File: src/rtl/fetch_pc_stage.sv
// Instruction-fetch stage: owns the fetch PC and the IF/ID pipeline register.
// Selects the next PC from the mispredict redirect, stall, BTB prediction or PC+4, and keeps fetch and redirect statistics.
module fetch_pc_stage #(
    parameter logic [31:0] RESET_PC  = 32'h0000_0000,
    parameter logic [31:0] NOP_INSTR = 32'h0000_0013
) (
    input  logic        clk_i,
    input  logic        rst_ni,
    input  logic        stall_i,
    input  logic        btb_hit_i,
    input  logic        btb_mis_hit_i,
    input  logic [31:0] btb_target_i,
    input  logic [31:0] instr_i,
    output logic [31:0] pc_o,
    output logic [31:0] pc_id_o,
    output logic [31:0] pc_four_id_o,
    output logic [31:0] instr_id_o,
    output logic        pred_taken_id_o,
    output logic        valid_id_o,
    output logic        flush_o,
    output logic        misalign_o,
    output logic [31:0] fetch_cnt_o,
    output logic [31:0] redirect_cnt_o
);

    localparam int unsigned XLEN     = 32;
    localparam int unsigned INSTR_W  = 4;
    localparam logic [XLEN-1:0] CNT_MAX = '1;

    typedef enum logic [1:0] {
        SEL_REDIRECT,
        SEL_HOLD,
        SEL_PREDICT,
        SEL_SEQ
    } pc_sel_e;

    logic [XLEN-1:0] r_pc;
    logic [XLEN-1:0] r_pc_id;
    logic [XLEN-1:0] r_pc_four_id;
    logic [XLEN-1:0] r_instr_id;
    logic            r_pred_taken_id;
    logic            r_valid_id;
    logic            r_misalign;
    logic [XLEN-1:0] r_fetch_cnt;
    logic [XLEN-1:0] r_redirect_cnt;

    pc_sel_e         w_sel;
    logic [XLEN-1:0] w_tgt;
    logic [XLEN-1:0] w_pc_plus4;
    logic [XLEN-1:0] w_next_pc;
    logic            w_target_used;
    logic            w_tgt_misaligned;
    logic            w_load_id;
    logic            w_pred_taken;

    // Word-aligned target; low bits only feed the misalign flag.
    assign w_tgt            = {btb_target_i[XLEN-1:2], 2'b00};
    assign w_tgt_misaligned = |btb_target_i[1:0];
    assign w_pc_plus4       = r_pc + XLEN'(INSTR_W);

    // Redirect beats stall, stall beats prediction, prediction beats sequential.
    always_comb begin
        w_sel = SEL_SEQ;
        if (btb_mis_hit_i) begin
            w_sel = SEL_REDIRECT;
        end else if (stall_i) begin
            w_sel = SEL_HOLD;
        end else if (btb_hit_i) begin
            w_sel = SEL_PREDICT;
        end
    end

    always_comb begin
        w_next_pc     = r_pc;
        w_target_used = 1'b0;
        w_load_id     = 1'b0;
        w_pred_taken  = 1'b0;
        case (w_sel)
            SEL_REDIRECT: begin
                w_next_pc     = w_tgt;
                w_target_used = 1'b1;
            end
            SEL_HOLD: begin
                w_next_pc = r_pc;
            end
            SEL_PREDICT: begin
                w_next_pc     = w_tgt;
                w_target_used = 1'b1;
                w_load_id     = 1'b1;
                w_pred_taken  = 1'b1;
            end
            default: begin
                w_next_pc = w_pc_plus4;
                w_load_id = 1'b1;
            end
        endcase
    end

    always_ff @(posedge clk_i or negedge rst_ni) begin
        if (!rst_ni) begin
            r_pc <= RESET_PC;
        end else begin
            r_pc <= w_next_pc;
        end
    end

    // IF/ID register: bubble on redirect, hold on stall, otherwise capture the fetch.
    always_ff @(posedge clk_i or negedge rst_ni) begin
        if (!rst_ni) begin
            r_pc_id         <= '0;
            r_pc_four_id    <= '0;
            r_instr_id      <= NOP_INSTR;
            r_pred_taken_id <= 1'b0;
            r_valid_id      <= 1'b0;
        end else if (w_sel == SEL_REDIRECT) begin
            r_pc_id         <= '0;
            r_pc_four_id    <= '0;
            r_instr_id      <= NOP_INSTR;
            r_pred_taken_id <= 1'b0;
            r_valid_id      <= 1'b0;
        end else if (w_load_id) begin
            r_pc_id         <= r_pc;
            r_pc_four_id    <= w_pc_plus4;
            r_instr_id      <= instr_i;
            r_pred_taken_id <= w_pred_taken;
            r_valid_id      <= 1'b1;
        end
    end

    always_ff @(posedge clk_i or negedge rst_ni) begin
        if (!rst_ni) begin
            r_misalign <= 1'b0;
        end else if (w_target_used && w_tgt_misaligned) begin
            r_misalign <= 1'b1;
        end
    end

    // Saturating statistics counters.
    always_ff @(posedge clk_i or negedge rst_ni) begin
        if (!rst_ni) begin
            r_fetch_cnt    <= '0;
            r_redirect_cnt <= '0;
        end else begin
            if (w_load_id && (r_fetch_cnt != CNT_MAX)) begin
                r_fetch_cnt <= r_fetch_cnt + XLEN'(1);
            end
            if ((w_sel == SEL_REDIRECT) && (r_redirect_cnt != CNT_MAX)) begin
                r_redirect_cnt <= r_redirect_cnt + XLEN'(1);
            end
        end
    end

    assign pc_o            = r_pc;
    assign pc_id_o         = r_pc_id;
    assign pc_four_id_o    = r_pc_four_id;
    assign instr_id_o      = r_instr_id;
    assign pred_taken_id_o = r_pred_taken_id;
    assign valid_id_o      = r_valid_id;
    assign misalign_o      = r_misalign;
    assign fetch_cnt_o     = r_fetch_cnt;
    assign redirect_cnt_o  = r_redirect_cnt;
    assign flush_o         = btb_mis_hit_i;

endmodule

File: config.mk
export PLATFORM = sky130hd
export DESIGN_NAME = fetch_pc_stage
export DESIGN_NICKNAME = d
export VERILOG_FILES = /design/src/rtl/fetch_pc_stage.sv
export SDC_FILE = /design/constraint.sdc
export NUM_CORES = 1
export LEC_CHECK = 0
export ABC_AREA = 1
export ABC_CLOCK_PERIOD_IN_PS = 2060
export BUFFER_PORTS_ARGS = -buffer_cell sky130_fd_sc_hd__clkbuf_2
export CORE_AREA = 3 3 141 143
export CTS_CLUSTER_DIAMETER = 40
export CTS_CLUSTER_SIZE = 8
export DETAILED_ROUTE_END_ITERATION = 6
export DIE_AREA = 0 0 144 146
export GPL_TIMING_DRIVEN = 0
export HOLD_SLACK_MARGIN = 0.02
export MAX_ROUTING_LAYER = met4
export PLACE_DENSITY_LB_ADDON = 0.25
export SLEW_MARGIN = 20
export SYNTH_ARGS = -nofsm -noshare
export SYNTH_HDL_FRONTEND = slang
export SYNTH_SLANG_ARGS = --single-unit
File: constraint.sdc
create_clock -name clk_i -period 2.06 [get_ports clk_i]
set_input_delay 0.618 -clock clk_i [delete_from_list [all_inputs] [get_ports clk_i]]
set_output_delay 0.618 -clock clk_i [all_outputs]
set_load 0.05 [all_outputs]
### Word level (Yosys, flattened, before mapping)

Index checks and enable logic that the tools add are counted.

| storage, ports and cells | value |
|---|---|
| output and inout bits | 196 |
| register bits after elaboration | 195 |
| word-level logic and storage cells | 41 |
| input port bits | 69 |

| operators by class | value |
|---|---|
| $add $sub $neg | 3 |
| mux-type cells | 17 |
| eq/ne operators | 5 |
| reductions and logical operators | 7 |

Operators with widths:

| kind | number |
|---|---|
| 32-bit two-way mux | 6 |
| 32-bit by 1-bit adder with 32-bit output, second input constant | 2 |
| 32-bit != test, second input constant | 2 |
| 32-bit case mux with 2 select lines | 1 |
| 32-bit by 3-bit adder with 32-bit output, second input constant | 1 |
| 1-bit two-way mux | 8 |
| 2-bit OR reduction | 3 |
| 2-bit two-way mux | 2 |
| 1-bit logical AND | 3 |
| 2-bit by 1-bit equality test with 1-bit output, second input constant | 1 |
| 2-bit equality test, second input constant | 1 |
| 2-bit zero test | 1 |
| 2-bit by 1-bit != test with 1-bit output, second input constant | 1 |

### Logic depth before layout (Yosys ltp)

Gate-level depths: netlist of run 1.

| depth | value |
|---|---|
| word-level depth | 7 |
| mapped depth | 11 |

### Worst setup path before layout of run 1

OpenSTA, ideal clock, no wires.

| timing | value |
|---|---|
| path type | register to register |
| from | register r_fetch_cnt[0] (netlist: fetch_cnt_o[0]) |
| to | register r_fetch_cnt[11] (netlist: fetch_cnt_o[11]) |
| library setup time | 0.118 ns |
| stages on the path, launching flop included | 12 |
| path buffers | 1 |
| arrival time | 1.884 ns |
| period minus slack after synthesis | 2.002 ns |
| path slack | 0.058 ns |
| path through | dfrtp_1 ha_1 inv_2 nor2_4 nand2_4 nor2_8 nand2_2 nand2_4 inv_4 buf_6 nand2_1 nand2_1 |

| on the way | value |
|---|---|
| cells in the longest elaborated chain, start to end | 2 |
| elaborated cells between the ends (all ways) | 3 |
| classes of those cells | 1 x add/sub; 1 x eq/ne; 1 x reduce/logical |

RTL lines:

| item | RTL line | source |
|---|---|---|
| start, declared | 44 | `logic [XLEN-1:0] r_fetch_cnt;` |
| start signal, assigned | 145 | `r_fetch_cnt <= r_fetch_cnt + XLEN'(1);` |
| parallel branches: the longest is 2 deep, another holds 32-bit by 1-bit adder with 32-bit output | -- |  |

Several ways; the timed one is not identified.
A chain may end at the register's enable or synchronous reset.

### Worst setup path in the final report of run 1

| timing | value |
|---|---|
| from | input btb_mis_hit_i |
| to | register r_pc_four_id[31] (netlist: pc_four_id_o[31]) |

| on the way | value |
|---|---|
| cells in the longest elaborated chain, start to end | 4 |
| elaborated cells between the ends (all ways) | 6 |
| classes of those cells | 2 x eq/ne; 2 x mux; 2 x reduce/logical |

RTL lines:

| item | RTL line | source |
|---|---|---|
| start, declared | 11 | `input logic btb_mis_hit_i,` |
| 2-bit two-way mux * | 64 | `if (btb_mis_hit_i) begin` |
| 2-bit by 1-bit equality test with 1-bit output or 2-bit zero test (tied branches) | 78, 115 |  |
| 2-bit OR reduction (no line) | -- |  |
| 2-bit by 1-bit != test with 1-bit output (no line) | -- |  |
| end signal, assigned | 123 | `r_pc_four_id <= w_pc_plus4;` |
| end, declared | 39 | `logic [XLEN-1:0] r_pc_four_id;` |

Every way passes the cells marked *; elsewhere a longest branch is shown, timed or not.

==> impl_results.html, run 1 <==
<table>
<tr><th>Metric</th><th>Value</th></tr>
<tr><th colspan="2">Worst setup path</th></tr>
<tr><td>Worst Path Arrival</td><td>2.36 ns</td></tr>
<tr><td>Critical path's slowest cell</td><td>sky130_fd_sc_hd__buf_1</td></tr>
<tr><td>WP buf/inv</td><td>3</td></tr>
<tr><td>Startpoint class of the critical path</td><td>input port</td></tr>
<tr><td>Req. time, crit path</td><td>between 2 and 2.5 ns</td></tr>
<tr><td>Crit Path Max Fanout</td><td>10</td></tr>
<tr><td>Most used cell, CP</td><td>sky130_fd_sc_hd__nand2_1</td></tr>
<tr><td>CP endpoint kind</td><td>flop</td></tr>
<tr><td>Largest stage delay on the critical path</td><td>0.52 ns</td></tr>
<tr><td>Critical path cell sequence</td><td>clkbuf_2 &gt; nor2_2 &gt; buf_2 &gt; buf_1 &gt; nand2_1 &gt; nand2_1</td></tr>
<tr><td>Critical path type</td><td>in2reg</td></tr>
<tr><td>Dominant delay contributor by cell family on the critical path</td><td>buffers and inverters</td></tr>
<tr><th colspan="2">Finish</th></tr>
<tr><td>Fraction of final layout cells with drive strength greater than 1</td><td>a little under a quarter</td></tr>
<tr><td>Number of diodes</td><td>0</td></tr>
<tr><td>Final net count</td><td>1,678</td></tr>
<tr><td>P&amp;R area growth vs syn</td><td>23.2%</td></tr>
<tr><td>Most common library cell in the layout ignoring fill and taps</td><td>sky130_fd_sc_hd__nand2_1</td></tr>
<tr><td>Most frequent cells in the layout</td><td>sky130_fd_sc_hd__nand2_1, sky130_fd_sc_hd__clkbuf_2, sky130_fd_sc_hd__dfrtp_1, sky130_fd_sc_hd__nor2_1, sky130_fd_sc_hd__inv_1</td></tr>
<tr><th colspan="2">Clock network</th></tr>
<tr><td>CTS Root Buffer Type</td><td>sky130_fd_sc_hd__clkbuf_16</td></tr>
<tr><td>Number of CTS-inserted buffers</td><td>17</td></tr>
<tr><td>CTS tree</td><td>built</td></tr>
<tr><td>Worst-case clock buffer depth</td><td>2</td></tr>
<tr><td>Source-to-sink clock delay at the later pin of the worst-skew pair</td><td>0.44 ns</td></tr>
<tr><td>Number of levels the H-tree was split into</td><td>4</td></tr>
<tr><td>CTS Hold Bufs</td><td>0</td></tr>
<tr><td>Clock slew at reported path FFs</td><td>0.07 ns</td></tr>
<tr><td>TritonCTS Sinks</td><td>190</td></tr>
<tr><th colspan="2">Die</th></tr>
<tr><td>DIE WIDTH</td><td>144 µm</td></tr>
<tr><td>IO Pins</td><td>265</td></tr>
<tr><td>Initial core utilization</td><td>53.1%</td></tr>
<tr><td>Total die area</td><td>21,000 µm²</td></tr>
<tr><td>Floorplan core area</td><td>18,700 µm²</td></tr>
<tr><td>Die Y</td><td>roughly 150 µm</td></tr>
<tr><td>Row cnt</td><td>50</td></tr>
<tr><th colspan="2">Global route</th></tr>
<tr><td>Number of antenna violations at the first check in global routing</td><td>0</td></tr>
<tr><td>Global routing met1 resource utilization</td><td>40.4%</td></tr>
<tr><td>Met2 Use GR</td><td>a little under half</td></tr>
<tr><td>Overall global routing resource usage</td><td>between 30% and 40%</td></tr>
<tr><td>Busiest grt layer</td><td>met2</td></tr>
<tr><td>First-pass GRT wire length</td><td>between 40,000 and 50,000 µm</td></tr>
<tr><td>Number of global-route vias before repair</td><td>9,477</td></tr>
<tr><td>Pin count of the biggest net entering global routing</td><td>82</td></tr>
<tr><td>Global-route congestion overflow total</td><td>0</td></tr>
<tr><td>Met3 Track Usage GR</td><td>approximately 5.5%</td></tr>
<tr><th colspan="2">STA</th></tr>
<tr><td>Least setup slack across all paths after layout</td><td>roughly 0.076 ns</td></tr>
<tr><td>Fmax</td><td>0.504 GHz</td></tr>
<tr><td>Hold WS</td><td>approximately 0.12 ns</td></tr>
<tr><td>Final Hold Viols</td><td>0</td></tr>
<tr><td>Share of the clock period used by the worst path after layout</td><td>96.3%</td></tr>
<tr><td>Actual slew at the worst max-slew pin</td><td>~0.71 ns</td></tr>
<tr><td>Rel. slew slack</td><td>52.9%</td></tr>
<tr><td>Setup repair after global routing missed its margin</td><td>no</td></tr>
<tr><td>Number of failing setup endpoints in the final timing report</td><td>0</td></tr>
<tr><td>Final Max Slew Viols</td><td>0</td></tr>
<tr><td>Worst setup skew after layout</td><td>0.0159 ns</td></tr>
<tr><td>Final critical path time including I/O delays and setup</td><td>1.98 ns</td></tr>
<tr><td>Setup Total Neg Slack</td><td>0 ns</td></tr>
<tr><th colspan="2">Routing</th></tr>
<tr><td>Number of optimization iterations in the first detailed-route pass</td><td>7</td></tr>
<tr><td>Post-detailed-route count of antenna-violating nets</td><td>0</td></tr>
<tr><td>Detail-routed via count per cell</td><td>5.33</td></tr>
<tr><td>DRT Wirelength</td><td>between 30,000 and 40,000 µm</td></tr>
<tr><td>Via count</td><td>9,876</td></tr>
<tr><td>Mean routed wirelength per cell</td><td>around 16 µm</td></tr>
<tr><td>Detailed-route DRC error count</td><td>12</td></tr>
<tr><td>Count of routing violations after the opening detailed-route iteration</td><td>814</td></tr>
<tr><th colspan="2">Synthesis</th></tr>
<tr><td>Number of warnings issued by yosys</td><td>0</td></tr>
<tr><td>Post-synthesis average cell area</td><td>7.51 µm²</td></tr>
<tr><td>Count of unique library cells instantiated by Yosys</td><td>37</td></tr>
<tr><td>Post-synthesis instance area</td><td>9930 µm²</td></tr>
<tr><td>Count of flip-flops with a built-in enable after synthesis</td><td>0</td></tr>
<tr><td>#FFs+latches synth</td><td>190</td></tr>
<tr><td>Instance count of the mapped netlist</td><td>roughly 1,300</td></tr>
<tr><td>Leading register cell type out of synthesis</td><td>sky130_fd_sc_hd__dfrtp_1</td></tr>
<tr><td>Part of the Yosys area used for sequential elements</td><td>47.9%</td></tr>
<tr><td>Ys async rst share</td><td>between 90% and 100%</td></tr>
<tr><th colspan="2">Place</th></tr>
<tr><td>Number of buffers inserted by port buffering</td><td>262</td></tr>
<tr><td>HPWL reported at the end of detailed placement</td><td>23,200 µm</td></tr>
<tr><td>Minimum setup slack after placement</td><td>-0.432 ns</td></tr>
<tr><td>Gp weighted congestion</td><td>roughly 0.96</td></tr>
<tr><th colspan="2">Job</th></tr>
<tr><td>Number of maximum-capacitance violations</td><td>0</td></tr>
<tr><th colspan="2">Min path</th></tr>
<tr><td>HP Class</td><td>in2async</td></tr>
<tr><th colspan="2">Outcome</th></tr>
<tr><td>Failing checks</td><td>DRC</td></tr>
<tr><td>Run status</td><td>finished, violations left</td></tr>
<tr><th colspan="2">Power and ir drop</th></tr>
<tr><td>Leak pwr</td><td>0.00636 µW</td></tr>
<tr><td>Peak ir drop on the vdd network</td><td>around 0.00061 V</td></tr>
<tr><td>Power density over the cells</td><td>854 nW/µm²</td></tr>
</table>
## sequential cells by signal, indices dropped and copies added (netlist names)
register         cells
pc_o                30
pred_taken_id_o      1
fetch_cnt_o         32
pc_four_id_o        30
misalign_o           1
pc_id_o             31
valid_id_o           1
instr_id_o          32
redirect_cnt_o      32
## final timing paths
check,slack (ns),from,endpoint,cells after the start
max,0.08,btb_mis_hit_i,pc_four_id_o[31],6
min reg2reg,0.49,pc_four_id_o[23],pc_four_id_o[23],2
min,0.12,rst_ni,fetch_cnt_o[7],1
max in group asynchronous,1.17,rst_ni,instr_id_o[4],2
min in group clk_i,0.40,instr_i[11],instr_id_o[11],2
max reg2reg,0.19,pc_o[2],pc_o[26],10
## timing repair
action | 4_1_cts | 5_1_grt
gates resized for setup | 0 | 7
setup endpoints to repair | 0 | 54
buffers inserted | 0 | 0
## area by class of cell
cell class                      count  area (µm²)
Multi-Input combinational cell   1024        4690
Buffer                             46         269
Clock buffer                       18         439
Tap cell                          234         293
Fill cell                        1678        6470
Inverter                           63         243
Timing Repair Buffer              264        1380
Clock inverter                     14         166
Sequential cell                   190        4760
## cell families (layout without fill, tap and decap cells)
kind of cell,count (synthesis),after routing,share of synthesized area [%]
AOI/OAI and AO/OA,134,134,8.44
xor gates and xnor gates,31,31,2.88
adders and majority gates,3,3,0.378
buffers and inverters,109,405,5.11
DFF,190,190,47.9
other,1,2,0.0377
and+or+nand+nor,854,854,35.3
## worst register-to-register path, stage by stage, from the launching register on
cell and delay [ns]:
sky130_fd_sc_hd__dfrtp_1 0.43, sky130_fd_sc_hd__ha_1 0.21, sky130_fd_sc_hd__nand2_1 0.10, sky130_fd_sc_hd__nor2_4 0.18, sky130_fd_sc_hd__nand2_2 0.18, sky130_fd_sc_hd__nor2_4 0.27, sky130_fd_sc_hd__nand2_1 0.09, sky130_fd_sc_hd__nand2_1 0.09
sky130_fd_sc_hd__nand3_1 0.08, sky130_fd_sc_hd__nand2_1 0.09, sky130_fd_sc_hd__nand2_1 0.05
## synthesized netlist by cell type (12+ instances only)
cell type                    n  share of area, %
sky130_fd_sc_hd__dfrtp_1   187                47
sky130_fd_sc_hd__clkbuf_1   12              0.45
sky130_fd_sc_hd__xnor2_1    14               1.2
sky130_fd_sc_hd__nand3_1    37               1.9
sky130_fd_sc_hd__nor2_1    169               6.4
sky130_fd_sc_hd__o21ai_0    55               2.8
sky130_fd_sc_hd__a21oi_1    19              0.96
sky130_fd_sc_hd__a22o_1     34               3.0
sky130_fd_sc_hd__xor2_1     15               1.3
sky130_fd_sc_hd__o21ai_1    12              0.60
sky130_fd_sc_hd__nand2_1   582                22
sky130_fd_sc_hd__inv_1      58               2.2
sky130_fd_sc_hd__buf_2      17              0.86
sky130_fd_sc_hd__nand3b_1   36               2.7
## metrics by stage
step | util [%] | instance area, µm² | total power, µW | std cells
floorplan | - | 9940 | 6260 | 1323
global placement | 61.7 | 11500 | 7040 | 1819
detailed placement | 62.0 | 11600 | 7090 | 1821
CTS | 65.3 | 12200 | 10500 | 1853
global route | 65.4 | 12200 | 10900 | 1853
finish | 65.4 | 12200 | 10500 | 1853
## power by group
part / total, µW / internal [µW] / leakage, µW / switching, µW
clock: 3390 / 1770 / 0.000295 / 1620
combinational: 2680 / 616 / 0.00357 / 2060
sequential: 4380 / 4040 / 0.00249 / 342
total: 10500 / 6430 / 0.00636 / 4030
## per-layer routing
metal	wire [µm]	up-vias
met1	13400	4681
li1	-	4747
met5	0	-
met4	816	0
met2	14100	394
met3	2140	54
(Power assumes the default switching activity.)
==> inputs of run 2 (changes only) <==
SETUP_SLACK_MARGIN = 0.3   (was not set)
==> run 2 against run 1 <==
Critical path type is now reg2out. Critical path depth down 4. Cell area up 11%. Routed wire length up 5.0%. Final cell count up 1.6%. First-iteration DRC count up 0.61%. Core utilization up 7.0 points. Via count up 3.1%. Setup slack better by 0.17 ns. Sequential power up 1%. The flow now finishes without violations.
==> impl_results.html, run 2 (synthesized netlist as in run 1, its figures left out) <==
<table>
<tr><th>Metric</th><th>Value</th></tr>
<tr><th colspan="2">Die</th></tr>
<tr><td>Initial core utilization</td><td>53.1% (unchanged)</td></tr>
<tr><td>DIE WIDTH</td><td>144 µm (unchanged)</td></tr>
<tr><td>IO Pins</td><td>265 (unchanged)</td></tr>
<tr><td>Row cnt</td><td>50 (unchanged)</td></tr>
<tr><td>Die Y</td><td>146 µm (unchanged)</td></tr>
<tr><td>Floorplan core area</td><td>18,700 µm² (unchanged)</td></tr>
<tr><td>Total die area</td><td>21,000 µm² (unchanged)</td></tr>
<tr><th colspan="2">Routing</th></tr>
<tr><td>Via count</td><td>10,180 (+3.1%)</td></tr>
<tr><td>Count of routing violations after the opening detailed-route iteration</td><td>819 (+0.61%)</td></tr>
<tr><td>Detail-routed via count per cell</td><td>5.41 (+1.5%)</td></tr>
<tr><td>Detailed-route DRC error count</td><td>0 (-12)</td></tr>
<tr><td>Mean routed wirelength per cell</td><td>17.0 µm (+3.4%)</td></tr>
<tr><td>Number of optimization iterations in the first detailed-route pass</td><td>5 (-2)</td></tr>
<tr><td>Post-detailed-route count of antenna-violating nets</td><td>0 (unchanged)</td></tr>
<tr><td>DRT Wirelength</td><td>31,900 µm (+5.0%)</td></tr>
<tr><th colspan="2">Power and ir drop</th></tr>
<tr><td>Switching component of the power</td><td>4250 µW (+5.5%)</td></tr>
<tr><td>Leak pwr</td><td>0.00672 µW (+5.7%)</td></tr>
<tr><td>Peak ir drop on the vdd network</td><td>0.000548 V (-11%)</td></tr>
<tr><td>Cell-internal power</td><td>6660 µW (+3.6%)</td></tr>
<tr><td>Switch share</td><td>39.0% (+0.43 points)</td></tr>
<tr><td>Portion of total power attributed to sequential cells</td><td>40.7% (-1.2 points)</td></tr>
<tr><td>Part of the total power dissipated in combinational logic</td><td>28.0% (+2.4 points)</td></tr>
<tr><td>Clock network fraction of design power</td><td>31.3% (-1.2 points)</td></tr>
<tr><td>Power density over the cells</td><td>805 nW/µm² (-5.7%)</td></tr>
<tr><th colspan="2">Finish</th></tr>
<tr><td>Most frequent cells in the layout</td><td>sky130_fd_sc_hd__nand2_1, sky130_fd_sc_hd__nor2_1, sky130_fd_sc_hd__clkbuf_2, sky130_fd_sc_hd__dfrtp_1, sky130_fd_sc_hd__dfrtp_2</td></tr>
<tr><td>Fraction of final layout cells with drive strength greater than 1</td><td>29.7% (+7.2 points)</td></tr>
<tr><td>Number of diodes</td><td>0 (unchanged)</td></tr>
<tr><td>Final net count</td><td>1,707 (+1.7%)</td></tr>
<tr><td>Filler cell count in the final layout</td><td>1,456 (-13%)</td></tr>
<tr><td>Most common library cell in the layout ignoring fill and taps</td><td>sky130_fd_sc_hd__nand2_1</td></tr>
<tr><td>Utilization after layout</td><td>72.4% (+7.0 points)</td></tr>
<tr><td>P&amp;R area growth vs syn</td><td>36.3%</td></tr>
<tr><th colspan="2">Clock network</th></tr>
<tr><td>CTS tree</td><td>built</td></tr>
<tr><td>Number of levels the H-tree was split into</td><td>4 (unchanged)</td></tr>
<tr><td>TritonCTS Sinks</td><td>190 (unchanged)</td></tr>
<tr><td>CTS Root Buffer Type</td><td>sky130_fd_sc_hd__clkbuf_16</td></tr>
<tr><td>Number of CTS-inserted buffers</td><td>17 (unchanged)</td></tr>
<tr><td>Source-to-sink clock delay at the later pin of the worst-skew pair</td><td>0.45 ns (about the same)</td></tr>
<tr><td>Clock slew at reported path FFs</td><td>0.09 ns (+0.02 ns)</td></tr>
<tr><td>Worst-case clock buffer depth</td><td>2 (unchanged)</td></tr>
<tr><th colspan="2">STA</th></tr>
<tr><td>Final Hold Viols</td><td>0 (unchanged)</td></tr>
<tr><td>Hold WS</td><td>0.402 ns (+0.278 ns)</td></tr>
<tr><td>Fmax</td><td>0.552 GHz (+9.5%)</td></tr>
<tr><td>Setup Total Neg Slack</td><td>0 ns (unchanged)</td></tr>
<tr><td>Setup repair after global routing missed its margin</td><td>yes</td></tr>
<tr><td>Actual slew at the worst max-slew pin</td><td>0.642 ns (-0.0649 ns)</td></tr>
<tr><td>Number of failing setup endpoints in the final timing report</td><td>0 (unchanged)</td></tr>
<tr><td>Share of the clock period used by the worst path after layout</td><td>88.0% (-8.3 points)</td></tr>
<tr><td>Final critical path time including I/O delays and setup</td><td>1.81 ns (-0.172 ns)</td></tr>
<tr><td>Rel. slew slack</td><td>57.2% (+4.3 points)</td></tr>
<tr><td>Final Max Slew Viols</td><td>0 (unchanged)</td></tr>
<tr><td>Worst setup skew after layout</td><td>0.0178 ns (+0.00191 ns)</td></tr>
<tr><th colspan="2">Global route</th></tr>
<tr><td>Number of global-route vias before repair</td><td>9,786 (+3.3%)</td></tr>
<tr><td>Overall global routing resource usage</td><td>30.8% (+0.77 points)</td></tr>
<tr><td>First-pass GRT wire length</td><td>50,000 µm (+2.0%)</td></tr>
<tr><td>Pin count of the biggest net entering global routing</td><td>93 (+13%)</td></tr>
<tr><td>Global-route congestion overflow total</td><td>0 (unchanged)</td></tr>
<tr><td>Number of antenna violations at the first check in global routing</td><td>0 (unchanged)</td></tr>
<tr><th colspan="2">Worst setup path</th></tr>
<tr><td>Critical path's slowest cell</td><td>sky130_fd_sc_hd__dfrtp_1</td></tr>
<tr><td>Req. time, crit path</td><td>1.44 ns (-0.99 ns)</td></tr>
<tr><td>Startpoint class of the critical path</td><td>flop</td></tr>
<tr><td>Worst Path Arrival</td><td>1.19 ns (-1.17 ns)</td></tr>
<tr><td>CP endpoint kind</td><td>primary output</td></tr>
<tr><td>Largest stage delay on the critical path</td><td>0.42 ns (-0.10 ns)</td></tr>
<tr><td>Crit Path Max Fanout</td><td>4 (-6)</td></tr>
<tr><td>Critical path type</td><td>reg2out</td></tr>
<tr><td>Critical path cell sequence</td><td>buf_4 &gt; clkbuf_8</td></tr>
<tr><th colspan="2">Place</th></tr>
<tr><td>Number of buffers inserted by port buffering</td><td>262 (unchanged)</td></tr>
<tr><td>HPWL reported at the end of detailed placement</td><td>22,800 µm (-1.6%)</td></tr>
<tr><td>Gp weighted congestion</td><td>0.993 (+3.9%)</td></tr>
<tr><th colspan="2">Job</th></tr>
<tr><td>Number of maximum-capacitance violations</td><td>0 (unchanged)</td></tr>
<tr><th colspan="2">Outcome</th></tr>
<tr><td>Run status</td><td>finished, final reports clean</td></tr>
<tr><th colspan="2">Min path</th></tr>
<tr><td>HP Class</td><td>in2reg</td></tr>
</table>
-- run 2: worst paths after layout --
path                               startpoint            endpoint  slack [ns]  cells past startpoint
max                        redirect_cnt_o[18]  redirect_cnt_o[18]        0.25                      2
min                               instr_i[15]      instr_id_o[15]        0.40                      2
max reg2reg                 redirect_cnt_o[0]   redirect_cnt_o[8]        0.33                     11
min reg2reg                  pc_four_id_o[16]    pc_four_id_o[16]        0.48                      2
max in group asynchronous              rst_ni  redirect_cnt_o[20]        0.79                      3
min in group asynchronous              rst_ni     fetch_cnt_o[10]        0.57                      2
-- run 2: timing repair --
item / in CTS / in global routing
hold endpoints to repair: 10 / 0
endpoints found under the setup margin: 197 / 191
pin swaps: 5 / 12
resized for setup: 220 / 124
buffers inserted: 8 / 18
hold buffers: 1 / 0
gates cloned: 0 / 2
-- run 2: worst max-delay path, delay by kind of cell (launching register included) --
kind	cells	cell delay [ns]
flops	1	0.42
buf+inv	2	0.32
-- run 2: cell type report --
cell class                      instances  area (µm²)  share of cell area (%)
Inverter                               63         245                    1.81
Timing Repair Buffer                  293        2420                    17.9
Clock inverter                         15         183                    1.35
Sequential cell                       190        4850                    35.8
Tap cell                              234         293                    2.16
Buffer                                 46         303                    2.24
Clock buffer                           17         425                    3.14
Multi-Input combinational cell       1024        4820                    35.6
-- run 2: routing by layer --
metal | routed length (µm) | vias up | track usage, %
li1 | - | 4823 | -
met1 | 13500 | 4818 | 41.0
met2 | 14900 | 451 | 47.4
met3 | 2480 | 88 | 6.47
met4 | 1030 | 0 | 9.79
met5 | 0 | - | -
-- run 2: per-stage QoR --
step | cell area [µm²] | cells | total power [µW] | setup slack [ns]
5_1_grt | 13500 | 1882 | 11400 | 0.210
3_5_place_dp | 11600 | 1821 | 7130 | -0.448
3_3_place_gp | 11600 | 1819 | 7070 | -3.65
4_1_cts | 13200 | 1862 | 10800 | 0.243
6_report | 13500 | 1882 | 10900 | 0.248
2_1_floorplan | 9960 | 1323 | 6300 | 0.301
-- run 2: power groups by stage --
stage / clock network, µW / logic (µW) / registers [µW]
floorplan: 0 / 808 / 5490
global placement: 0 / 2620 / 4450
CTS: 3430 / 2950 / 4410
global route: 3640 / 3250 / 4480
finish: 3410 / 3060 / 4440
detailed placement: 0 / 2670 / 4460
